File: src/rtl/glyph_blitter_pkg.sv
// Shared font geometry and pipeline bundle types for the glyph blitter.
// Font geometry is common to every font_rom user.
package glyph_blitter_pkg;

  localparam int GLYPH_W     = 32;
  localparam int GLYPH_ROWS  = 32;
  localparam int GLYPH_IDX_W = 3;
  localparam int FONT_AW     = 8;
  localparam int COL_W       = 5;

  typedef logic [GLYPH_IDX_W-1:0] glyph_t;

  typedef struct packed {
    logic             hit;
    logic [COL_W-1:0] col;
    logic             de;
    logic             hs;
    logic             vs;
  } st1_t;

  typedef struct packed {
    logic de;
    logic hs;
    logic vs;
  } sync_t;

  function automatic logic [FONT_AW-1:0] rom_addr(
    input glyph_t           g,
    input logic [COL_W-1:0] row
  );
    return {g, row};
  endfunction

endpackage

File: src/rtl/glyph_blitter_if.sv
// Host command channel: valid/ready update of glyph index, position and enable.
interface glyph_blitter_if #(
  parameter int X_W = 11,
  parameter int Y_W = 10
);
  import glyph_blitter_pkg::*;

  logic           cmd_valid;
  logic           cmd_ready;
  glyph_t         cmd_glyph;
  logic [X_W-1:0] cmd_x;
  logic [Y_W-1:0] cmd_y;
  logic           cmd_en;

  modport master (
    output cmd_valid, cmd_glyph, cmd_x, cmd_y, cmd_en,
    input  cmd_ready
  );

  modport slave (
    input  cmd_valid, cmd_glyph, cmd_x, cmd_y, cmd_en,
    output cmd_ready
  );

endinterface

File: src/rtl/glyph_blitter_cmd_regs.sv
// Shadow/active glyph registers; shadow is copied to active on the vsync
// edge into its active level so the drawn glyph never changes mid-frame.
module glyph_blitter_cmd_regs
  import glyph_blitter_pkg::*;
#(
  parameter int X_W    = 11,
  parameter int Y_W    = 10,
  parameter bit VS_POL = 1'b1
) (
  input  logic           clk,
  input  logic           reset,
  glyph_blitter_if.slave cmd,
  input  logic           i_vs,
  output logic           o_en,
  output glyph_t         o_glyph,
  output logic [X_W-1:0] o_x,
  output logic [Y_W-1:0] o_y,
  output logic           o_commit
);

  logic           r_vs_d;
  logic           r_pending;
  logic           r_sh_en;
  glyph_t         r_sh_glyph;
  logic [X_W-1:0] r_sh_x;
  logic [Y_W-1:0] r_sh_y;
  logic           r_act_en;
  glyph_t         r_act_glyph;
  logic [X_W-1:0] r_act_x;
  logic [Y_W-1:0] r_act_y;

  logic w_edge;
  logic w_accept;
  logic w_commit;

  assign w_edge   = (i_vs == VS_POL) && (r_vs_d != VS_POL);
  assign w_commit = w_edge & r_pending;
  assign w_accept = cmd.cmd_valid & ~r_pending;

  assign cmd.cmd_ready = ~r_pending;
  assign o_commit      = w_commit;
  assign o_en          = r_act_en;
  assign o_glyph       = r_act_glyph;
  assign o_x           = r_act_x;
  assign o_y           = r_act_y;

  // Edge detector resets to the active level: no spurious commit at release.
  always_ff @(posedge clk or posedge reset) begin
    if (reset) begin
      r_vs_d      <= VS_POL;
      r_pending   <= 1'b0;
      r_sh_en     <= 1'b0;
      r_sh_glyph  <= '0;
      r_sh_x      <= '0;
      r_sh_y      <= '0;
      r_act_en    <= 1'b0;
      r_act_glyph <= '0;
      r_act_x     <= '0;
      r_act_y     <= '0;
    end else begin
      r_vs_d <= i_vs;
      if (w_accept) begin
        r_sh_en    <= cmd.cmd_en;
        r_sh_glyph <= cmd.cmd_glyph;
        r_sh_x     <= cmd.cmd_x;
        r_sh_y     <= cmd.cmd_y;
        r_pending  <= 1'b1;
      end else if (w_commit) begin
        r_pending <= 1'b0;
      end
      if (w_commit) begin
        r_act_en    <= r_sh_en;
        r_act_glyph <= r_sh_glyph;
        r_act_x     <= r_sh_x;
        r_act_y     <= r_sh_y;
      end
    end
  end

endmodule

File: src/rtl/glyph_blitter.sv
// Pixel-path glyph overlay: coords -> font_rom address, row word -> pix_on,
// with de/hs/vs delayed to match the two-stage ROM pipeline.
module glyph_blitter
  import glyph_blitter_pkg::*;
#(
  parameter int X_W        = 11,
  parameter int Y_W        = 10,
  parameter int SCALE_LOG2 = 0,
  parameter bit VS_POL     = 1'b1
) (
  input  logic               clk,
  input  logic               reset,
  input  logic [X_W-1:0]     px_in,
  input  logic [Y_W-1:0]     py_in,
  input  logic               de_in,
  input  logic               hs_in,
  input  logic               vs_in,
  glyph_blitter_if.slave     cmd,
  output logic [FONT_AW-1:0] rom_ad,
  output logic               rom_ce,
  output logic               rom_oce,
  output logic               rom_reset,
  input  logic [31:0]        rom_dout,
  output logic               pix_on,
  output logic               de_out,
  output logic               hs_out,
  output logic               vs_out,
  output logic               commit
);

  localparam int BOX = GLYPH_W << SCALE_LOG2;
  localparam logic [X_W:0] BOX_X = (X_W+1)'(BOX);
  localparam logic [Y_W:0] BOX_Y = (Y_W+1)'(BOX);

  logic           w_act_en;
  glyph_t         w_act_glyph;
  logic [X_W-1:0] w_act_x;
  logic [Y_W-1:0] w_act_y;
  logic [X_W:0]   w_dx;
  logic [Y_W:0]   w_dy;
  logic           w_hit0;

  st1_t  r_s1;
  sync_t r_s2;
  logic  r_pix;

  glyph_blitter_cmd_regs #(
    .X_W    (X_W),
    .Y_W    (Y_W),
    .VS_POL (VS_POL)
  ) u_regs (
    .clk      (clk),
    .reset    (reset),
    .cmd      (cmd),
    .i_vs     (vs_in),
    .o_en     (w_act_en),
    .o_glyph  (w_act_glyph),
    .o_x      (w_act_x),
    .o_y      (w_act_y),
    .o_commit (commit)
  );

  // Extra borrow bit: left/above the box, or past the coordinate wrap, misses.
  assign w_dx = {1'b0, px_in} - {1'b0, w_act_x};
  assign w_dy = {1'b0, py_in} - {1'b0, w_act_y};

  assign w_hit0 = w_act_en & de_in & (w_dx < BOX_X) & (w_dy < BOX_Y);

  assign rom_ad    = rom_addr(w_act_glyph, w_dy[SCALE_LOG2 +: COL_W]);
  assign rom_ce    = 1'b1;
  assign rom_oce   = 1'b1;
  assign rom_reset = reset;

  always_ff @(posedge clk or posedge reset) begin
    if (reset) begin
      r_s1 <= '0;
    end else begin
      r_s1.hit <= w_hit0;
      r_s1.col <= w_dx[SCALE_LOG2 +: COL_W];
      r_s1.de  <= de_in;
      r_s1.hs  <= hs_in;
      r_s1.vs  <= vs_in;
    end
  end

  // Bit 31 of the row word is the leftmost pixel.
  always_ff @(posedge clk or posedge reset) begin
    if (reset) begin
      r_pix <= 1'b0;
      r_s2  <= '0;
    end else begin
      r_pix   <= r_s1.hit & rom_dout[5'(GLYPH_W-1) - r_s1.col];
      r_s2.de <= r_s1.de;
      r_s2.hs <= r_s1.hs;
      r_s2.vs <= r_s1.vs;
    end
  end

  assign pix_on = r_pix;
  assign de_out = r_s2.de;
  assign hs_out = r_s2.hs;
  assign vs_out = r_s2.vs;

endmodule

File: src/flat_wrapper.sv
// flat-port wrapper written by rule: the top's interface ports become plain ports
module glyph_blitter_flat import glyph_blitter_pkg::*;
#(
  parameter int X_W        = 11,
  parameter int Y_W        = 10,
  parameter int SCALE_LOG2 = 0,
  parameter bit VS_POL     = 1'b1
)
  (clk, reset, px_in, py_in, de_in, hs_in, vs_in, rom_ad, rom_ce, rom_oce, rom_reset, rom_dout, pix_on, de_out, hs_out, vs_out, commit, cmd_cmd_valid, cmd_cmd_glyph, cmd_cmd_x, cmd_cmd_y, cmd_cmd_en, cmd_cmd_ready);
  glyph_blitter_if #(.X_W(X_W), .Y_W(Y_W)) cmd_i ();
  input  logic clk;
  input  logic reset;
  input  logic [X_W-1:0] px_in;
  input  logic [Y_W-1:0] py_in;
  input  logic de_in;
  input  logic hs_in;
  input  logic vs_in;
  output logic [FONT_AW-1:0] rom_ad;
  output logic rom_ce;
  output logic rom_oce;
  output logic rom_reset;
  input  logic [31:0] rom_dout;
  output logic pix_on;
  output logic de_out;
  output logic hs_out;
  output logic vs_out;
  output logic commit;
  input wire logic [$bits(cmd_i.cmd_valid)-1:0] cmd_cmd_valid;
  input wire logic [$bits(cmd_i.cmd_glyph)-1:0] cmd_cmd_glyph;
  input wire logic [$bits(cmd_i.cmd_x)-1:0] cmd_cmd_x;
  input wire logic [$bits(cmd_i.cmd_y)-1:0] cmd_cmd_y;
  input wire logic [$bits(cmd_i.cmd_en)-1:0] cmd_cmd_en;
  output wire logic [$bits(cmd_i.cmd_ready)-1:0] cmd_cmd_ready;
  assign cmd_i.cmd_valid = cmd_cmd_valid;
  assign cmd_i.cmd_glyph = cmd_cmd_glyph;
  assign cmd_i.cmd_x = cmd_cmd_x;
  assign cmd_i.cmd_y = cmd_cmd_y;
  assign cmd_i.cmd_en = cmd_cmd_en;
  assign cmd_cmd_ready = cmd_i.cmd_ready;
  glyph_blitter #(.X_W(X_W), .Y_W(Y_W), .SCALE_LOG2(SCALE_LOG2), .VS_POL(VS_POL)) u_core (.clk(clk), .reset(reset), .px_in(px_in), .py_in(py_in), .de_in(de_in), .hs_in(hs_in), .vs_in(vs_in), .cmd(cmd_i), .rom_ad(rom_ad), .rom_ce(rom_ce), .rom_oce(rom_oce), .rom_reset(rom_reset), .rom_dout(rom_dout), .pix_on(pix_on), .de_out(de_out), .hs_out(hs_out), .vs_out(vs_out), .commit(commit));
endmodule
File: config.mk
export PLATFORM = sky130hd
export DESIGN_NAME = glyph_blitter_flat
export DESIGN_NICKNAME = d
export VERILOG_FILES = /design/src/rtl/glyph_blitter_pkg.sv /design/src/rtl/glyph_blitter_if.sv /design/src/rtl/glyph_blitter_cmd_regs.sv /design/src/rtl/glyph_blitter.sv /design/src/flat_wrapper.sv
export SDC_FILE = /design/constraint.sdc
export NUM_CORES = 1
export LEC_CHECK = 0
export CELL_PAD_IN_SITES_DETAIL_PLACEMENT = 0
export CELL_PAD_IN_SITES_GLOBAL_PLACEMENT = 2
export CORE_AREA = 2 2 112 114
export DETAILED_ROUTE_END_ITERATION = 7
export DIE_AREA = 0 0 114 116
export HOLD_SLACK_MARGIN = 0.03
export PLACE_DENSITY_LB_ADDON = 0.1
export SLEW_MARGIN = 25
export SYNTH_ARGS = -nofsm -noshare
export SYNTH_HDL_FRONTEND = slang
export SYNTH_SLANG_ARGS = --single-unit
File: constraint.sdc
create_clock -name clk -period 3.4 [get_ports clk]
set_input_delay 1.02 -clock clk [delete_from_list [all_inputs] [get_ports clk]]
set_output_delay 1.02 -clock clk [all_outputs]
set_load 0.02 [all_outputs]
==> results.json, run 1 <==
{
  "ys_ff_latch": 65,
  "min_path_type": "reg -> reg",
  "cts_max_path_buffers": 2,
  "cts_buffers": 9,
  "cp.arrival_ns": 2.31,
  "ant_nets": 0,
  "htree_num_levels": 3,
  "power_switching_w": 0.00109,
  "wirelength_mm": 8.56,
  "grt_pass1_wl_mm": 14.3,
  "drc_errors": 0,
  "multiInputGateArea_sq_um": 1760,
  "switching_share_pct": 33.4,
  "via_count": 2800,
  "synth_area_sq_um": 3550,
  "reg2reg_depth": 10,
  "clock-sinks": 65,
  "p_int_w": 0.00218,
  "final_common_cell": "clkdlybuf4s50_1",
  "synth-async-reset-ratio_pct": 100,
  "fmaxAchievable_mhz": 300,
  "timing.rr.start": "u_core.u_regs.o_y[0]",
  "grt_max_degree": 66,
  "p_comb_share_pct": 40.3,
  "synthCells": 331,
  "grt_setup_unrepaired": "false",
  "ys_types": 52,
  "overflow": 0,
  "r2r-end": "u_core.r_s1[8]",
  "cp-end-kind": "primary output",
  "cts-root-buf": "clkbuf_16",
  "min_to": "u_core.vs_out",
  "die_x_microns": 114,
  "area_growth_pct": 44.7,
  "hold_start": "u_core.r_s1[0]",
  "drive_gt1_share_pct": 21.2,
  "viasPerCell": 4.67,
  "vdd_drop_max_uv": 313,
  "diodes": 0,
  "drtPass1Iterations": 4,
  "clock_power_share_pct": 26.0,
  "finalPower_w": 0.00327,
  "synth-edff-count": 0,
  "path_class": "in -> out",
  "min_period_ns": 3.33,
  "r2r_slack_ns": 0.97,
  "gp_congestion": 0.752,
  "status": "completed",
  "dpl_worst_slack_ns": -0.829,
  "grt_usage_pct": 13.9,
  "worst_slack_ns": 0.0665,
  "seq_area_frac_synth_pct": 45.8,
  "avgSynthCellArea_sq_um": 10.7,
  "skew_ns": 0.0122,
  "io_buffers": 98,
  "power.leakage_nw": 2.22,
  "fin_util_pct": 43.2,
  "die_height_microns": 116,
  "dp_hpwl_mm": 6.47,
  "ys_warn_count": 0,
  "max-cap-violations": 0,
  "final.fill_count": 1166,
  "start_util_pct": 29.8,
  "clk_pin_slew_ns": 0.06,
  "finalCritPeriodShare_pct": 98.0,
  "antenna_found_initial": 0,
  "die-area_sq_um": 13200,
  "ys.flop_type": "dfrtp_1",
  "whs_path_depth": 0,
  "critPathLaunchType": "input pin",
  "ios": 101,
  "pwr_density_cell_nw_per_um2": 635,
  "cts_tree": "done",
  "register_area_sq_um": 1630,
  "coreArea_sq_um": 11900,
  "drt_iter0_markers": 165,
  "layout_common_cells": "clkdlybuf4s50_1, dfrtp_1, nand2_1",
  "slew_violations": 0,
  "critPathMaxFanout": 2,
  "grt_pass1_vias": 2860,
  "final-hold-violation-count": 0,
  "fin_nets": 555,
  "crit_required_ns": 2.38,
  "routedWlPerCell_microns": 14.3,
  "rows": 40,
  "setup_viol": 0,
  "insertion_delay_ns": 0.33,
  "seq_power_share_pct": 33.6
}
-- area by class of cell --
class	instances	share of cell area, %
Multi-Input combinational cell	218	34.3
Timing Repair Buffer	120	22.6
Tap cell	147	3.58
Clock buffer	9	4.38
Inverter	34	2.48
Sequential cell	65	31.7
Clock inverter	7	1.02
-- metrics by stage --
step                std cells  hold slack (ns)  cell area [sq um]  setup TNS, ns
CTS                       600            0.351               5120              0
detailed placement        585            0.336               4840          -2.71
floorplan                 332            0.331               3560              0
finish                    600            0.349               5140              0
global placement          585            0.333               4840          -2.67
global route              600            0.359               5140              0
-- state kept, by name, summed over array words and instances, names as in the netlist, 3 cells and up --
register	flops
u_core.r_s1	9
u_core.u_regs.o_glyph	3
u_core.u_regs.o_x	11
u_core.u_regs.o_y	10
u_core.u_regs.r_sh_glyph	3
u_core.u_regs.r_sh_x	11
u_core.u_regs.r_sh_y	10
-- routing by layer --
layer,share of wire (%),track usage [%],vias to the layer above,wire length [microns]
li1,-,-,1398,-
met1,48,18.9,1324,4090
met2,45,21.4,73,3830
met3,6.4,3.82,5,545
met4,1.1,4.63,0,95
met5,0,0,-,0
-- worst max-delay path by stage --
| stage | startpoint | end | slack [ns] |
|---|---|---|---|
| 6_report | vs_in | commit | 0.07 |
| 5_1_grt | vs_in | commit | 0.002 |
| 4_1_cts | py_in[2] | rom_ad[3] | 0.01 |
| 3_5_place_dp | py_in[0] | rom_ad[4] | -0.83 |
| 3_3_place_gp | py_in[0] | rom_ad[4] | -0.82 |
| 2_1_floorplan | py_in[0] | rom_ad[4] | 0.14 |
-- critical path, stage by stage --
cell and delay, ns:
clkdlybuf4s50_1 0.47, nand3b_1 0.12, inv_2 0.09, clkdlybuf4s50_1 0.60
-- synth_stat cells (2+ instances only) --
cell type | n | share of area (%)
a31oi_1 | 2 | 0.35
nand3_1 | 3 | 0.42
nor2_1 | 13 | 1.4
nand2_1 | 42 | 4.4
inv_1 | 32 | 3.4
or4_1 | 2 | 0.42
dfrtp_1 | 64 | 45
a21oi_1 | 11 | 1.5
nor3_1 | 2 | 0.28
buf_2 | 3 | 0.42
buf_1 | 4 | 0.42
ha_1 | 21 | 7.4
fa_1 | 2 | 1.1
nand2b_1 | 5 | 0.88
mux2_2 | 26 | 8.2
a21boi_0 | 2 | 0.42
nor2b_1 | 2 | 0.35
a32oi_1 | 2 | 0.49
clkbuf_1 | 4 | 0.42
o21ai_0 | 27 | 3.8
xnor2_1 | 6 | 1.5
mux4_2 | 10 | 6.3
inv_2 | 2 | 0.21
buf_4 | 3 | 0.63
a21o_1 | 3 | 0.63
o211ai_1 | 5 | 1.1
a211oi_1 | 3 | 0.63
nand4_1 | 3 | 0.53
nor4_1 | 2 | 0.35
o21a_1 | 2 | 0.42
nand3b_1 | 2 | 0.42
-- logic make-up (layout without fill, tap and decap cells) --
kind of cell | Yosys count | after routing | share of synthesized area, %
AOI/OAI and AO/OA | 66 | 66 | 11.9
other | 1 | 2 | 0.105
adders and majority gates | 23 | 23 | 8.52
buffers and inverters | 49 | 170 | 5.81
and+or+nand+nor | 83 | 83 | 11.3
xor gates and xnor gates | 7 | 7 | 1.72
muxes | 37 | 37 | 14.9
DFF | 65 | 65 | 45.8
-- power groups by stage --
stage	Combinational [W]	Sequential, W	Clock (W)
2_1_floorplan	0.000894	0.00107	0
3_3_place_gp	0.00133	0.00111	0
3_5_place_dp	0.00133	0.00112	0
4_1_cts	0.00133	0.00111	0.000877
5_1_grt	0.00147	0.00113	0.000916
6_report	0.00132	0.00110	0.000851
-- timing repair --
action | 4_1_cts | 5_1_grt
hold buffers | 0 | 0
endpoints found under the setup margin | 5 | 2
buffers inserted | 0 | 0
gates resized for setup | 27 | 3
pin swaps | 7 | 4
Note: power is estimated with default switching activity, not from simulation.
==> run 2: changes to the inputs <==
--- a/config.mk
+++ b/config.mk
@@ -5,6 +5,7 @@
 export SDC_FILE = /design/constraint.sdc
 export NUM_CORES = 1
 export LEC_CHECK = 0
+export CAP_MARGIN = 40
 export CELL_PAD_IN_SITES_DETAIL_PLACEMENT = 0
 export CELL_PAD_IN_SITES_GLOBAL_PLACEMENT = 2
 export CORE_AREA = 2 2 112 114
==> results of run 2 <==
No change in the layout: final DEF, timing and power equal those of run 1.
==> run 3: changes to the inputs <==
--- a/config.mk
+++ b/config.mk
@@ -12,7 +12,8 @@
 export DETAILED_ROUTE_END_ITERATION = 7
 export DIE_AREA = 0 0 114 116
 export HOLD_SLACK_MARGIN = 0.03
-export PLACE_DENSITY_LB_ADDON = 0.1
+export PLACE_DENSITY = 0.91
+export SETUP_SLACK_MARGIN = 0.15
 export SLEW_MARGIN = 25
 export SYNTH_ARGS = -nofsm -noshare
 export SYNTH_HDL_FRONTEND = slang
==> results.json, run 3 (synthesis results as in run 1) <==
{
  "clk_pin_slew_ns": 0.06,
  "gp_congestion": 0.867,
  "final_common_cell": "clkdlybuf4s50_1",
  "p_int_w": 0.00234,
  "insertion_delay_ns": 0.33,
  "critical_path.endpoint": "rom_ad[4]",
  "slew_violations": 0,
  "die_x_microns": 114,
  "finalCritPeriodShare_pct": 97.5,
  "drt_iter0_markers": 88,
  "p_comb_share_pct": 38.3,
  "die-area_sq_um": 13200,
  "layout_common_cells": "clkdlybuf4s50_1, dfrtp_1, nand2_1",
  "grt_util_met3_pct": 3.40,
  "overflow": 0,
  "clock_power_share_pct": 29.5,
  "wirelength_mm": 8.69,
  "pwr_density_cell_nw_per_um2": 660,
  "grt_setup_unrepaired": "true",
  "final_cell_area_sq_um": 5160,
  "switching_share_pct": 31.4,
  "critPathLaunchType": "input pin",
  "fmaxAchievable_mhz": 302,
  "status": "completed",
  "min_path_type": "reg -> reg",
  "worst_pin_slew_ns": 0.706,
  "grt_usage_pct": 14.2,
  "startpoint": "py_in[0]",
  "ctsHoldBuffers": 0,
  "area_growth_pct": 45.3,
  "r2r_slack_ns": 0.87,
  "relSlewSlack_pct": 52.9,
  "drtPass1Iterations": 4,
  "coreArea_sq_um": 11900,
  "max-cap-violations": 0,
  "power_switching_w": 0.00107,
  "cp.arrival_ns": 2.30,
  "diodes": 0,
  "cp-end-kind": "primary output",
  "grt_pass1_wl_mm": 14.3,
  "power.leakage_nw": 2.24,
  "ant_nets": 0,
  "ios": 101,
  "critPathMaxFanout": 2,
  "skew_ns": 0.00513,
  "met2_usage_pct": 23.3,
  "antenna_found_initial": 0,
  "drive_gt1_share_pct": 21.3,
  "cts-root-buf": "clkbuf_16",
  "final-hold-violation-count": 0,
  "routedWlPerCell_microns": 14.5,
  "viasPerCell": 4.67,
  "rows": 40,
  "htree_num_levels": 3,
  "timing.rr.start": "u_core.u_regs.o_y[0]",
  "io_buffers": 98,
  "dp_hpwl_mm": 6.73,
  "fin_nets": 553,
  "crit_required_ns": 2.38,
  "via_count": 2795,
  "cts_tree": "done",
  "vdd_drop_max_uv": 219,
  "r2r-end": "u_core.r_s1[8]",
  "min_period_ns": 3.32,
  "drc_errors": 0,
  "met1_usage_pct": 17.6,
  "grt_pass1_vias": 3005,
  "cts_max_path_buffers": 2,
  "clock-sinks": 65,
  "cts_buffers": 9,
  "grt_max_degree": 46,
  "path_class": "in -> out",
  "start_util_pct": 29.8,
  "dpl_cell_area_sq_um": 4800,
  "reg2reg_depth": 11,
  "busiest_layer": "met2",
  "seq_power_share_pct": 32.3,
  "die_height_microns": 116,
  "tns_ns": 0,
  "setup_viol": 0
}
==> run 3: layer usage <==
layer  share of wire, %  up-vias
li1                   -     1395
met1                 44     1330
met2                 49       60
met3                4.4       10
met4                2.0        0
met5                  0        -
==> run 3: worst min path at each step <==
stage / from / endpoint / depth (start not counted)
2_1_floorplan: u_core.r_s1[2] / u_core.de_out / 0
3_3_place_gp: u_core.r_s1[1] / u_core.hs_out / 0
3_5_place_dp: u_core.r_s1[1] / u_core.hs_out / 0
4_1_cts: u_core.r_s1[1] / u_core.hs_out / 0
5_1_grt: u_core.r_s1[1] / u_core.hs_out / 0
6_report: u_core.r_s1[0] / u_core.vs_out / 0
==> run 3: cell type report <==
class / count / area (sq um)
inverter: 34 / 130
fill: 1149 / 6750
multi-input combinational: 218 / 1770
sequential: 65 / 1630
clock buffer: 10 / 239
timing repair buffer: 118 / 1120
clock inverter: 6 / 90.1
tap: 147 / 184
==> run 3: what timing repair did <==
item                                   CTS  global route
pin swaps                                5             4
endpoints found under the hold margin    0             0
setup buffers                            1             1
gates resized for setup                 34             1
setup endpoints to repair                7             1
==> run 3: power by group through the flow <==
stage / Clock (W) / Sequential (W) / Combinational [W]
3_5_place_dp: 0 / 0.00112 / 0.00130
2_1_floorplan: 0 / 0.00107 / 0.000902
4_1_cts: 0.00103 / 0.00111 / 0.00131
5_1_grt: 0.00107 / 0.00114 / 0.00145
6_report: 0.00100 / 0.00110 / 0.00130
3_3_place_gp: 0 / 0.00111 / 0.00128
==> run 3: stage by stage <==
stage               hold WS (ns)  setup slack (ns)  util [%]  cells  total power, W
floorplan                  0.331             0.157         -    332         0.00197
global placement           0.334            -0.881      40.3    580         0.00239
CTS                        0.351            0.0423      43.3    597         0.00345
finish                     0.348            0.0842      43.4    598         0.00341
global route               0.352           0.00504      43.4    598         0.00365
detailed placement         0.339            -0.888      40.3    580         0.00242
==> run 3: worst max-delay path, cell delays in order <==
cell	delay, ns
buf_6	0.10
inv_4	0.05
ha_4	0.13
inv_2	0.03
fa_2	0.34
a21o_1	0.18
a21oi_2	0.18
xnor2_2	0.12
buf_4	0.15
==> patch, RTL diff (settings of run 2) <==
Add an input register stage for `px_in`, `py_in`, `de_in`, `hs_in`, `vs_in` and `rom_dout`, with the module's reset; this delays them by one clock. The other inputs are not delayed to match.
--- a/src/rtl/glyph_blitter.sv
+++ b/src/rtl/glyph_blitter.sv
@@ -32,6 +32,31 @@
   localparam logic [X_W:0] BOX_X = (X_W+1)'(BOX);
   localparam logic [Y_W:0] BOX_Y = (Y_W+1)'(BOX);
 
+  logic [X_W-1:0] px_q;
+  logic [Y_W-1:0] py_q;
+  logic de_q;
+  logic hs_q;
+  logic vs_q;
+  logic [31:0] rom_dout_q;
+
+  always_ff @(posedge clk or posedge reset) begin
+    if (reset) begin
+      px_q       <= '0;
+      py_q       <= '0;
+      de_q       <= '0;
+      hs_q       <= '0;
+      vs_q       <= '0;
+      rom_dout_q <= '0;
+    end else begin
+      px_q       <= px_in;
+      py_q       <= py_in;
+      de_q       <= de_in;
+      hs_q       <= hs_in;
+      vs_q       <= vs_in;
+      rom_dout_q <= rom_dout;
+    end
+  end
+
   logic           w_act_en;
   glyph_t         w_act_glyph;
   logic [X_W-1:0] w_act_x;
@@ -52,7 +77,7 @@
     .clk      (clk),
     .reset    (reset),
     .cmd      (cmd),
-    .i_vs     (vs_in),
+    .i_vs     (vs_q),
     .o_en     (w_act_en),
     .o_glyph  (w_act_glyph),
     .o_x      (w_act_x),
@@ -61,10 +86,10 @@
   );
 
   // Extra borrow bit: left/above the box, or past the coordinate wrap, misses.
-  assign w_dx = {1'b0, px_in} - {1'b0, w_act_x};
-  assign w_dy = {1'b0, py_in} - {1'b0, w_act_y};
+  assign w_dx = {1'b0, px_q} - {1'b0, w_act_x};
+  assign w_dy = {1'b0, py_q} - {1'b0, w_act_y};
 
-  assign w_hit0 = w_act_en & de_in & (w_dx < BOX_X) & (w_dy < BOX_Y);
+  assign w_hit0 = w_act_en & de_q & (w_dx < BOX_X) & (w_dy < BOX_Y);
 
   assign rom_ad    = rom_addr(w_act_glyph, w_dy[SCALE_LOG2 +: COL_W]);
   assign rom_ce    = 1'b1;
@@ -77,9 +102,9 @@
     end else begin
       r_s1.hit <= w_hit0;
       r_s1.col <= w_dx[SCALE_LOG2 +: COL_W];
-      r_s1.de  <= de_in;
-      r_s1.hs  <= hs_in;
-      r_s1.vs  <= vs_in;
+      r_s1.de  <= de_q;
+      r_s1.hs  <= hs_q;
+      r_s1.vs  <= vs_q;
     end
   end
 
@@ -89,7 +114,7 @@
       r_pix <= 1'b0;
       r_s2  <= '0;
     end else begin
-      r_pix   <= r_s1.hit & rom_dout[5'(GLYPH_W-1) - r_s1.col];
+      r_pix   <= r_s1.hit & rom_dout_q[5'(GLYPH_W-1) - r_s1.col];
       r_s2.de <= r_s1.de;
       r_s2.hs <= r_s1.hs;
       r_s2.vs <= r_s1.vs;
Function: changed (a bounded check fails within 4 cycles, from zero or initial values and one cycle with reset high).
==> patch against run 2 <==
  * Worst setup slack better by 0.056 ns
  * Via count is 13% higher
  * Sequential power is 65% higher
  * Core utilization is 13 points higher
  * Synthesized area is 38% higher
  * Worst hold slack worse by 0.0028 ns
  * Wire length is 16% higher
  * Sequential cell count is 56 higher
  * Total power is 52% higher
  * Cell area is 30% higher
  * Non-clock buffer count is 18 lower
  * Register-to-register slack worse by 0.17 ns
  * Critical path type is now reg -> out
  * Critical endpoint is now rom_ad[2]
  * Highest routed layer unchanged
==> patch: results (changes against run 2) <==
outcome: finished, final reports clean
final std cells w/o fill: 653 (+8.8%)
Setup Crit Path Kind: reg -> out
R2R cell count: 9 (-1)
register with the most flip-flops: u_core.rom_dout_q
asr flop ratio synth: 100% (unchanged)
worst path arrival time: 2.26 ns (-0.05 ns)
routability cong.: 0.727 (-3.3%)
Slew headroom: 58.8%
Critical path origin: u_core.py_q[0]
DP Worst Slack: 0.217 ns (+1.05 ns)
vias: 3,155 (+13%)
Worst-Skew Late Latency: 0.41 ns (+0.08 ns)
worst min path class: reg -> reg
first-pass GRT wire length: 16,300 um (+14%)
Final nets: 600 (+8.1%)
clock tree root driver cell: clkbuf_16
largest net degree at the start of global routing: 122 (+85%)
Static Leak: 2.94 nW (+32%)
H-tree Lvls: 4 (+1)
Tot GR Track Use: 16.5% (+2.6 points)
diodes inserted: 0 (unchanged)
commonest cells in the synthesized netlist: dfrtp_1, nand2_1, inv_1
worst setup path endpoint: rom_ad[2]
Worst Skew: 0.00587 ns (-0.00629 ns)
dominant synthesized flop cell: dfrtp_1
Placed Cells: 621 (+6.2%)
Initial DRC Count: 135 (-18%)
fill count: 1,029 (-12%)
Clock transition at path regs: 0.05 ns
syn_area_per_cell: 12.8 um^2 (+19%)
post-CTS setup buffer count: 0 (unchanged)
fmax: 0.305 GHz (+1.7%)
vias in the first global route: 3,288 (+15%)
share of layout cells above drive strength 1: 15.4% (-5.8 points)
sequential share of the synthesized area: 61.6% (+16 points)
Worst R2R Setup Slack: 0.80 ns (-0.17 ns)
Netlist cell types: 45 (-13%)
synth top area cells: dfrtp_1, mux2_2, ha_1
max reg flops: 32
maximum buffer depth of the clock tree: 2 (unchanged)
Post-Route WL: 9950 um (+16%)
Internal: 0.00356 W (+64%)
Worst R2R Start: u_core.u_regs.o_x[0]
area post-placement: 0.00607 mm^2 (+25%)
HPWL Detailed: 6600 um (+2.0%)
peak supply drop: 0.528 mV (+69%)
cts bufs inserted: 17 (+8)
patch: cell count changes in the layout (fill, tap and decap cells not counted), sizes merged, moves of 5 or more:
cell,change
buf,-22
o21ai,-5
clkdlybuf4s50,+5
nor2b,+6
dfrtp,+56
nor2,-5
clkbuf,+10
clkinv,+5
o22ai,+5
patch: worst min path at each step:
stage,start,end
finish,u_core.r_s1[0],u_core.vs_out
global route,u_core.r_s1[0],u_core.vs_out
CTS,u_core.r_s1[0],u_core.vs_out
detailed placement,u_core.r_s1[2],u_core.de_out
global placement,u_core.r_s1[1],u_core.hs_out
floorplan,u_core.r_s1[2],u_core.de_out
patch: metal layers:
layer	track usage (%)	share of wire (%)	vias to the layer above	wire, um
li1	-	-	1530	-
met1	20.8	45	1537	4480
met2	26.5	49	75	4840
met3	5.54	4.9	13	488
met4	6.67	1.5	0	145
met5	0	0	-	0
patch: layout make-up:
cell class	count	area (um^2)	share of cell area [%]
Sequential cell	121	3030	45.2
Multi-Input combinational cell	218	1710	25.4
Timing Repair Buffer	102	1020	15.2
Clock buffer	18	439	6.55
Clock inverter	14	199	2.97
Tap cell	147	184	2.74
Inverter	33	128	1.90
patch: logic make-up (layout without fill, tap and decap cells):
group	count (synthesis)	after routing	share of synthesized area, %
AO/OA/AOI/OAI	59	59	7.07
XOR/XNOR	10	10	1.78
adder cells (fa/ha/maj)	23	23	6.16
buffers and inverters	47	167	3.84
flip-flops	121	121	61.6
multiplexers	38	38	10.9
other	1	2	0.0763
AND/OR/NAND/NOR	86	86	8.55
patch: what timing repair did:
action | CTS | global route
setup endpoints to repair | 1 | 2
gates cloned | 0 | 0
hold endpoints to repair | 0 | 0
resized for setup | 1 | 3
hold buffers | 0 | 0
patch: per-stage QoR:
step | power (W) | hold WS (ns)
finish | 0.00497 | 0.346
global route | 0.00526 | 0.353
CTS | 0.00504 | 0.346
detailed placement | 0.00310 | 0.337
global placement | 0.00308 | 0.333
floorplan | 0.00269 | 0.331
patch: critical path, stage by stage (launching register included):
cell             delay, ns
dfrtp_1               0.36
inv_1                 0.05
ha_1                  0.16
inv_1                 0.06
fa_1                  0.40
xor2_1                0.19
clkdlybuf4s50_1       0.63
patch: power by group through the flow:
| stage | Combinational, W | Sequential [W] | Clock [W] |
|---|---|---|---|
| floorplan | 0.000896 | 0.00179 | 0 |
| global placement | 0.00124 | 0.00184 | 0 |
| detailed placement | 0.00126 | 0.00185 | 0 |
| CTS | 0.00127 | 0.00182 | 0.00195 |
| global route | 0.00139 | 0.00185 | 0.00202 |
| finish | 0.00125 | 0.00182 | 0.00190 |
